**config.mk**
```make
export PLATFORM = sky130hd
export DESIGN_NAME = regfile_wb_arbiter_flat
export DESIGN_NICKNAME = d
export VERILOG_FILES = /design/src/rtl/regfile_wb_arbiter_if.sv /design/src/rtl/regfile_wb_arbiter.sv /design/src/flat_wrapper.sv
export SDC_FILE = /design/constraint.sdc
export NUM_CORES = 1
export LEC_CHECK = 0
export BUFFER_PORTS_ARGS = -buffer_cell sky130_fd_sc_hd__buf_2
export CORE_ASPECT_RATIO = 1.1
export CORE_UTILIZATION = 45
export DETAILED_ROUTE_END_ITERATION = 8
export PLACE_DENSITY = 0.93
export SYNTH_ARGS = -nofsm -noshare
export SYNTH_HDL_FRONTEND = slang
export SYNTH_SLANG_ARGS = --single-unit
```
**constraint.sdc**
```tcl
create_clock -name clk -period 3.8 [get_ports clk]
set_input_delay 0.19 -clock clk [delete_from_list [all_inputs] [get_ports clk]]
set_output_delay 0.19 -clock clk [all_outputs]
set_load 0.01 [all_outputs]
```
**src/rtl/regfile_wb_arbiter_if.sv**
```systemverilog
// Write-back arbiter bus: producer requests, grants, freeze and
// the registered register-file write port.
interface regfile_wb_arbiter_if #(
  parameter int NREQ = 3,
  parameter int AW   = 5,
  parameter int DW   = 32
);
  logic [NREQ-1:0]    req_valid;
  logic [NREQ*AW-1:0] req_addr;
  logic [NREQ*DW-1:0] req_data;
  logic [NREQ-1:0]    req_ready;
  logic               freeze;
  logic               write_enable;
  logic [AW-1:0]      write_addr;
  logic [DW-1:0]      write_data;
  logic               busy;

  modport master (
    output req_valid, req_addr, req_data, freeze,
    input  req_ready, busy,
    input  write_enable, write_addr, write_data
  );

  modport slave (
    input  req_valid, req_addr, req_data, freeze,
    output req_ready, busy,
    output write_enable, write_addr, write_data
  );
endinterface

```
**src/rtl/regfile_wb_arbiter.sv**
```systemverilog
// Round-robin write-back arbiter for the single register-file write port.
// WB_ARB_COLLISION_CHK_EN adds a sticky same-address collision flag.
module regfile_wb_arbiter #(
  parameter int NREQ = 3,
  parameter int AW   = 5,
  parameter int DW   = 32
) (
  input  logic clk,
  input  logic reset_n,
`ifdef WB_ARB_COLLISION_CHK_EN
  output logic collision_err,
`endif
  regfile_wb_arbiter_if.slave wb
);

  localparam int LW = (NREQ > 1) ? $clog2(NREQ) : 1;
  localparam logic [LW-1:0] LAST_RST = LW'(NREQ - 1);

  logic [LW-1:0]   last_q, last_d;
  logic [LW-1:0]   win;
  logic [NREQ-1:0] gnt;
  logic            xfer;
  int              idx;

  logic            we_q, we_d;
  logic [AW-1:0]   addr_q, addr_d;
  logic [DW-1:0]   data_q, data_d;

  // Rotating search starting just after the last winner.
  always_comb begin
    gnt = '0;
    win = last_q;
    idx = 0;
    if (reset_n && !wb.freeze) begin
      for (int k = 1; k <= NREQ; k++) begin
        idx = (int'(last_q) + k) % NREQ;
        if (gnt == '0 && wb.req_valid[idx]) begin
          gnt[idx] = 1'b1;
          win      = LW'(idx);
        end
      end
    end
  end

  assign xfer = |gnt;

  always_comb begin
    last_d = last_q;
    we_d   = 1'b0;
    addr_d = addr_q;
    data_d = data_q;
    if (xfer) begin
      last_d = win;
      addr_d = wb.req_addr[int'(win)*AW +: AW];
      data_d = wb.req_data[int'(win)*DW +: DW];
      we_d   = |addr_d;
    end
  end

  always_ff @(posedge clk or negedge reset_n) begin
    if (!reset_n) begin
      last_q <= LAST_RST;
      we_q   <= 1'b0;
      addr_q <= '0;
      data_q <= '0;
    end else begin
      last_q <= last_d;
      we_q   <= we_d;
      addr_q <= addr_d;
      data_q <= data_d;
    end
  end

  assign wb.req_ready    = gnt;
  assign wb.busy         = (|wb.req_valid) && !xfer;
  assign wb.write_enable = we_q;
  assign wb.write_addr   = addr_q;
  assign wb.write_data   = data_q;

`ifdef WB_ARB_COLLISION_CHK_EN
  logic col_q, col_d, hit;

  // Any two live requests aimed at the same nonzero register.
  always_comb begin
    hit = 1'b0;
    for (int i = 0; i < NREQ; i++) begin
      for (int j = i + 1; j < NREQ; j++) begin
        if (wb.req_valid[i] && wb.req_valid[j] &&
            wb.req_addr[i*AW +: AW] == wb.req_addr[j*AW +: AW] &&
            |wb.req_addr[i*AW +: AW])
          hit = 1'b1;
      end
    end
    col_d = col_q | hit;
  end

  always_ff @(posedge clk or negedge reset_n) begin
    if (!reset_n) col_q <= 1'b0;
    else          col_q <= col_d;
  end

  assign collision_err = col_q;
`endif

endmodule
```
**src/flat_wrapper.sv**
```systemverilog
// flat-port wrapper written by rule: the top's interface ports become plain ports
module regfile_wb_arbiter_flat 
#(
  parameter int NREQ = 3,
  parameter int AW   = 5,
  parameter int DW   = 32
)
  (clk, reset_n, wb_req_valid, wb_req_addr, wb_req_data, wb_freeze, wb_req_ready, wb_busy, wb_write_enable, wb_write_addr, wb_write_data);
  regfile_wb_arbiter_if #(.NREQ(NREQ), .AW(AW), .DW(DW)) wb_i ();
  input  logic clk;
  input  logic reset_n;
  input wire logic [$bits(wb_i.req_valid)-1:0] wb_req_valid;
  input wire logic [$bits(wb_i.req_addr)-1:0] wb_req_addr;
  input wire logic [$bits(wb_i.req_data)-1:0] wb_req_data;
  input wire logic [$bits(wb_i.freeze)-1:0] wb_freeze;
  output wire logic [$bits(wb_i.req_ready)-1:0] wb_req_ready;
  output wire logic [$bits(wb_i.busy)-1:0] wb_busy;
  output wire logic [$bits(wb_i.write_enable)-1:0] wb_write_enable;
  output wire logic [$bits(wb_i.write_addr)-1:0] wb_write_addr;
  output wire logic [$bits(wb_i.write_data)-1:0] wb_write_data;
  assign wb_i.req_valid = wb_req_valid;
  assign wb_i.req_addr = wb_req_addr;
  assign wb_i.req_data = wb_req_data;
  assign wb_i.freeze = wb_freeze;
  assign wb_req_ready = wb_i.req_ready;
  assign wb_busy = wb_i.busy;
  assign wb_write_enable = wb_i.write_enable;
  assign wb_write_addr = wb_i.write_addr;
  assign wb_write_data = wb_i.write_data;
  regfile_wb_arbiter #(.NREQ(NREQ), .AW(AW), .DW(DW)) u_core (.clk(clk), .reset_n(reset_n), .wb(wb_i));
endmodule
```
# Yosys cells after proc, flatten, opt, wreduce, memory -nomap -nowiden
# Cells that the tools add are included.
# word_totals
reg_bits	40
latchBits	0
ram_bits	0
rom_bits	0
input_bits	117
out_inout_bits	42
wordCells	61
n_memories	0
# classes
addsub	3
multipliers	1
div	3
n_lt_le_gt_ge	6
n_eq_ne	0
shifts	2
n_mux	26
bitwise_logic	2
n_reduce_logical	14
# ops
cell	n
greater-or-equal comparator 32 x 1 -> 1 bit (second input constant)	3
< comparator 32 x 4 -> 1 bit (second input constant)	3
remainder unit 32 x 3 -> 32 bit (second input constant)	3
indexed part select 96 x 8 -> 32 bit	1
indexed part select 15 x 32 -> 5 bit	1
2-to-1 mux 3 bit	6
2-to-1 mux 1 bit	10
2-to-1 mux 2 bit	4
logical AND 1 bit	7
adder 2 x 2 -> 3 bit (second input constant)	2
binary-select mux 1 bit (select 2 bit)	3
demux 1 bit (select 2 bit)	3
zero test 3 bit	2
bitwise OR 3 bit	2
OR reduction 3 bit	2
multiplier 2 x 3 -> 5 bit (second input constant)	1
OR reduction 5 bit	1
adder 2 x 1 -> 3 bit (second input constant)	1
zero test 1 bit	2

# Logic depth before layout (Yosys ltp)
# logic_depth
word_depth	20
ltp_mapped	14
depth_no_buf	11

# Worst setup path before layout
# OpenSTA, ideal clock, no wires.
# synth_timing
path_kind	reg2reg
startpoint	reg u_core.last_q[1]
endpoint	reg u_core.data_q[0], in the netlist u_core.wb.write_data[0]
setup_ns	0.125
arrival_time_ns	3.222
t_required_ns	3.675
setup_slack_ns	0.453
stages_incl_launch_ff	11
synth_period_minus_slack_ns	3.347
path_cell_list	dfstp_2 -> ha_1 -> nor3b_1 -> or4_4 -> o31a_1 -> and3_1 -> a221oi_2 -> nor2_1 -> nor3_4 -> buf_6 -> mux2_2
# synth_between
elab_chain_cells	17
# synth_rtl
element	line	text
start: declaration	regfile_wb_arbiter.sv:19	logic [LW-1:0] last_q, last_d;
start signal: assignment	regfile_wb_arbiter.sv:67	last_q <= last_d;
adder 2 x 1 -> 3 bit	regfile_wb_arbiter.sv:36	idx = (int'(last_q) + k) % NREQ;
remainder unit 32 x 3 -> 32 bit	regfile_wb_arbiter.sv:36	
greater-or-equal comparator 32 x 1 -> 1 bit (not written as such) or < comparator 32 x 4 -> 1 bit (tied branches)	regfile_wb_arbiter.sv:38	gnt[idx] = 1'b1;
logical AND 1 bit (not written as such)	regfile_wb_arbiter.sv:38	
2-to-1 mux 1 bit (not written as such)	regfile_wb_arbiter.sv:38	
demux 1 bit (select 2 bit)	n/a	
2-to-1 mux 3 bit	regfile_wb_arbiter.sv:37	if (gnt == '0 && wb.req_valid[idx]) begin
2-to-1 mux 3 bit	regfile_wb_arbiter.sv:34	if (reset_n && !wb.freeze) begin
(+2 left out)	n/a	
2-to-1 mux 3 bit	regfile_wb_arbiter.sv:37	
2-to-1 mux 3 bit	regfile_wb_arbiter.sv:34	
zero test 3 bit	regfile_wb_arbiter.sv:37	
logical AND 1 bit	regfile_wb_arbiter.sv:37	
2-to-1 mux 3 bit *	regfile_wb_arbiter.sv:37	
2-to-1 mux 3 bit *	regfile_wb_arbiter.sv:34	
net wb_req_ready[0]	flat_wrapper.sv:16	output wire logic [$bits(wb_i.req_ready)-1:0] wb_req_ready;
OR reduction 3 bit *	regfile_wb_arbiter.sv:45	assign xfer = |gnt;
end signal: assignment	regfile_wb_arbiter.sv:70	data_q <= data_d;
end: declaration	regfile_wb_arbiter.sv:27	logic [DW-1:0] data_q, data_d;
# The timed path passes the listed nets; every way through them passes the cells marked *. The select of a mux whose other input is x is not followed.
# A chain may end at the register's enable or synchronous reset.

# Worst setup path after layout
# layout_timing
startpoint	reg u_core.last_q[1]
endpoint	out wb_busy
# layout_between
elab_chain_cells	19
# layout_rtl
element	line	text
adder 2 x 1 -> 3 bit	regfile_wb_arbiter.sv:36	
remainder unit 32 x 3 -> 32 bit	regfile_wb_arbiter.sv:36	
greater-or-equal comparator 32 x 1 -> 1 bit (not written as such) or < comparator 32 x 4 -> 1 bit (tied branches)	regfile_wb_arbiter.sv:38	
logical AND 1 bit (not written as such)	regfile_wb_arbiter.sv:38	
2-to-1 mux 1 bit (not written as such)	regfile_wb_arbiter.sv:38	
demux 1 bit (select 2 bit)	n/a	
2-to-1 mux 3 bit	regfile_wb_arbiter.sv:37	
2-to-1 mux 3 bit	regfile_wb_arbiter.sv:34	
(+3 left out)	n/a	
2-to-1 mux 3 bit	regfile_wb_arbiter.sv:34	
zero test 3 bit	regfile_wb_arbiter.sv:37	
logical AND 1 bit	regfile_wb_arbiter.sv:37	
2-to-1 mux 3 bit *	regfile_wb_arbiter.sv:37	
2-to-1 mux 3 bit *	regfile_wb_arbiter.sv:34	
OR reduction 3 bit *	regfile_wb_arbiter.sv:45	
zero test 1 bit *	regfile_wb_arbiter.sv:75	assign wb.busy = (|wb.req_valid) && !xfer;
logical AND 1 bit *	regfile_wb_arbiter.sv:75	
end: declaration	flat_wrapper.sv:17	output wire logic [$bits(wb_i.busy)-1:0] wb_busy;
# Every way passes the cells marked *; elsewhere a longest branch is shown, timed or not. The select of a mux whose other input is x is not followed.

==> flow_metrics.env <==
export IMPL_dr_pass1_iters=6
export IMPL_layoutNonFillerInstCount=499
export IMPL_final_layout_size_suffix_gt1_frac=0.530
export IMPL_drtIter0Drc=90
export IMPL_initial_core_util=0.464
export IMPL_clk_latency_ps=290
export IMPL_nFillCells=547
export IMPL_crit_type="reg2out"
export IMPL_cp_start_kind="register"
export IMPL_rsz0062_at_grt="false"
export IMPL_hold_ws_ps=218
export IMPL_tns_ps=0
export IMPL_vias_per_cell=5.54
export IMPL_routed_wl_mm=8.09
export IMPL_htreeDepth=2
export IMPL_status="finished, final reports clean"
export IMPL_syn_num_nets=379
export IMPL_ir_drop_v=0.000311
export IMPL_syn_inst=258
export IMPL_max_clock_path_buffers=2
export IMPL_critPathSlowestCell="dfstp_2"
export IMPL_crit_fanout=10
export IMPL_vias=2766
export IMPL_critPathBufInv=2
export IMPL_crit_path_frequent_cell="o31a_1"
export IMPL_min_path_type="in2reg"
export IMPL_antenna_left=0
export IMPL_syn_area_um2=2840
export IMPL_critical_path_arrival_ps=3490
export IMPL_grt_util_all_layers=0.237
export IMPL_cts_inserted_buffers=5
export IMPL_avgSynthCellArea_um2=11.0
export IMPL_grt_pass1_wl_mm=12.4
export IMPL_cap_violations=0
export IMPL_finalHoldViolations=0
export IMPL_detail_route_wl_per_cell_um=16.2
export IMPL_report_final_slew_viol_count=0
export IMPL_slowest_delay_ps=580
export IMPL_synth_async_reset_ratio=1.00
export IMPL_routabilityCongestion=0.931
export IMPL_dieArea_um2=6640
export IMPL_grt_max_degree=39
export IMPL_ys_ff_latch=40
export IMPL_cts_root_buf="clkbuf_8"
export IMPL_cts_tree="yes"
export IMPL_cp_top_family="simple AND/OR/NAND/NOR gates"
export IMPL_clkSlewWorstSetupHoldPaths_ps=80
export IMPL_diodes=0
export IMPL_crit_chain="ha_2, nor3b_1, or4_4, o31a_1, and3_1, a221oi_2, nor2_1, nor3_4, buf_12, o31a_1, buf_2"
export IMPL_clock_sinks=40
export IMPL_period_share=0.968
export IMPL_holdPathStages=3
export IMPL_num_nets_final=539
export IMPL_place_area_um2=3700
export IMPL_ys_types=49
export IMPL_fmax_ghz=0.272
export IMPL_power_density_nw_per_um2=784
export IMPL_tightest_slew_ps=489
export IMPL_chipHeight_um=85.3
export IMPL_ys_seq_area_frac=0.353
export IMPL_cp_end_kind="output pin"
export IMPL_portBuffers=158
export IMPL_yosysWarnings=0
export IMPL_drcViolationCount=0
export IMPL_core_area_um2=6120
export IMPL_area_growth_pct=35.5
export IMPL_synth_edff_count=0
export IMPL_fin_area_um2=3850
export IMPL_cp_depth=11
export IMPL_crit_required_ps=3610
export IMPL_synth_flop_cell="dfrtp_1"
export IMPL_fin_skew_ps=6.59
export IMPL_finalCriticalPeriod_ps=3680
export IMPL_dp_cells=486
export IMPL_setup_viol=0
export IMPL_rr_worst_depth=11
export IMPL_cellLeakagePower_nw=2.04
export IMPL_relSlewSlack=0.674
export IMPL_placementRows=30
export IMPL_grt_pass1_vias=2725
export IMPL_antenna_found_initial=0
export IMPL_grt_overflow=0
export IMPL_io_pins=159
export IMPL_dp_hpwl_mm=6.12
export IMPL_dieWidth_um=77.8
per-stage QoR:
stage,power [mW],util,setup WS (ps)
6_report,3.02,0.629,122
3_3_place_gp,2.61,0.605,309
4_1_cts,2.97,0.621,45.8
5_1_grt,3.23,0.629,3.22
3_5_place_dp,2.68,0.605,235
2_1_floorplan,2.11,-,453
final timing paths:
kind	from	endpoint	slack, ps
max in group asynchronous	reset_n	u_core.wb.write_data[30]	2870
hold / removal	wb_req_data[58]	u_core.wb.write_data[26]	220
hold reg to reg	u_core.wb.write_data[26]	u_core.wb.write_data[26]	510
min in group asynchronous	reset_n	u_core.last_q[0]	260
setup reg to reg	u_core.last_q[1]	u_core.wb.write_data[12]	210
setup / recovery	u_core.last_q[1]	wb_busy	120
per-layer routing:
metal,part of all wire,vias to the layer above,track usage
li1,-,1303,-
met1,0.38,1320,0.274
met2,0.54,121,0.435
met3,0.055,22,0.0376
met4,0.023,0,0.0909
met5,0,-,0
cell type report:
cell class | count | area (um2) | area share
clock buffers | 6 | 72.6 | 0.0188
well taps | 80 | 100 | 0.0260
flip-flops and latches | 40 | 1000 | 0.260
inverters | 11 | 41.3 | 0.0107
repair buffers | 174 | 968 | 0.251
multi-input cells | 186 | 1650 | 0.430
clock inverters | 2 | 12.5 | 0.00325
cell usage after synthesis (2+ instances only):
cell type / n / area (um2)
a21boi_0: 3 / 22.5
a21oi_1: 4 / 20.0
a22oi_1: 3 / 22.5
and3_1: 3 / 18.8
buf_2: 5 / 25.0
buf_4: 5 / 37.5
buf_6: 6 / 67.6
clkbuf_1: 4 / 15.0
dfrtp_1: 39 / 976
ha_1: 4 / 50.1
inv_1: 11 / 41.3
mux2_1: 4 / 45.0
mux2_2: 32 / 360
mux2i_1: 40 / 400
nand2_1: 4 / 15.0
nand2b_1: 2 / 12.5
nand3_1: 2 / 10.0
nand3b_1: 4 / 30.0
nor2_1: 5 / 18.8
nor2b_1: 3 / 18.8
nor3_1: 3 / 15.0
o211a_1: 2 / 20.0
o21a_1: 4 / 30.0
o21ai_0: 6 / 30.0
o2bb2ai_1: 32 / 280
o31a_1: 2 / 17.5
o31ai_1: 3 / 22.5
or2_1: 2 / 12.5
report_power, final:
part	leakage, nW	internal (mW)	switching (mW)
clock network	0.0412	0.129	0.154
registers	0.494	0.635	0.104
logic	1.51	0.982	1.02
tightest hold or removal path, cell delays in order:
cell and delay [ps]:
buf_2 80, o2bb2ai_1 90, mux2_1 110
timing repair:
action                                 CTS  global route
setup endpoints to repair                1             2
cloned                                   0             1
buffers inserted                         0             3
pin swaps                                1             1
hold buffers                             1             0
gates resized for setup                  0             3
endpoints found under the hold margin    2             0
state kept, by name, summed over array words and instances, names as in the netlist:
| register | cells |
|---|---|
| u_core.wb.write_enable | 1 |
| u_core.last_q | 2 |
| u_core.wb.write_data | 32 |
| u_core.wb.write_addr | 5 |
logic make-up (layout without fill, tap and decap cells):
kind of cell,count (synthesis),after routing,synth area share
muxes,76,76,0.284
AOI/OAI and AO/OA,72,72,0.204
DFF,40,40,0.353
and+or+nand+nor,34,34,0.0749
buffers and inverters,32,193,0.0669
adders and majority gates,4,4,0.0176
cell usage in the layout, fill, tap and decap left out, drive strengths merged, types with 2 or more instances in the layout:
cell	n
a21oi	5
o31ai	3
a22oi	3
ha	4
a21boi	3
inv	11
buf	172
nand3b	4
nor3	4
nor2b	3
and3	3
nand2b	2
o2bb2ai	32
nor2	5
o31a	2
mux2	36
o21ai	6
or2	2
o211a	2
nand3	2
mux2i	40
clkbuf	7
dfrtp	39
o21a	4
nand2	4
a221oi	2
Power figures use the tool's default switching activity.
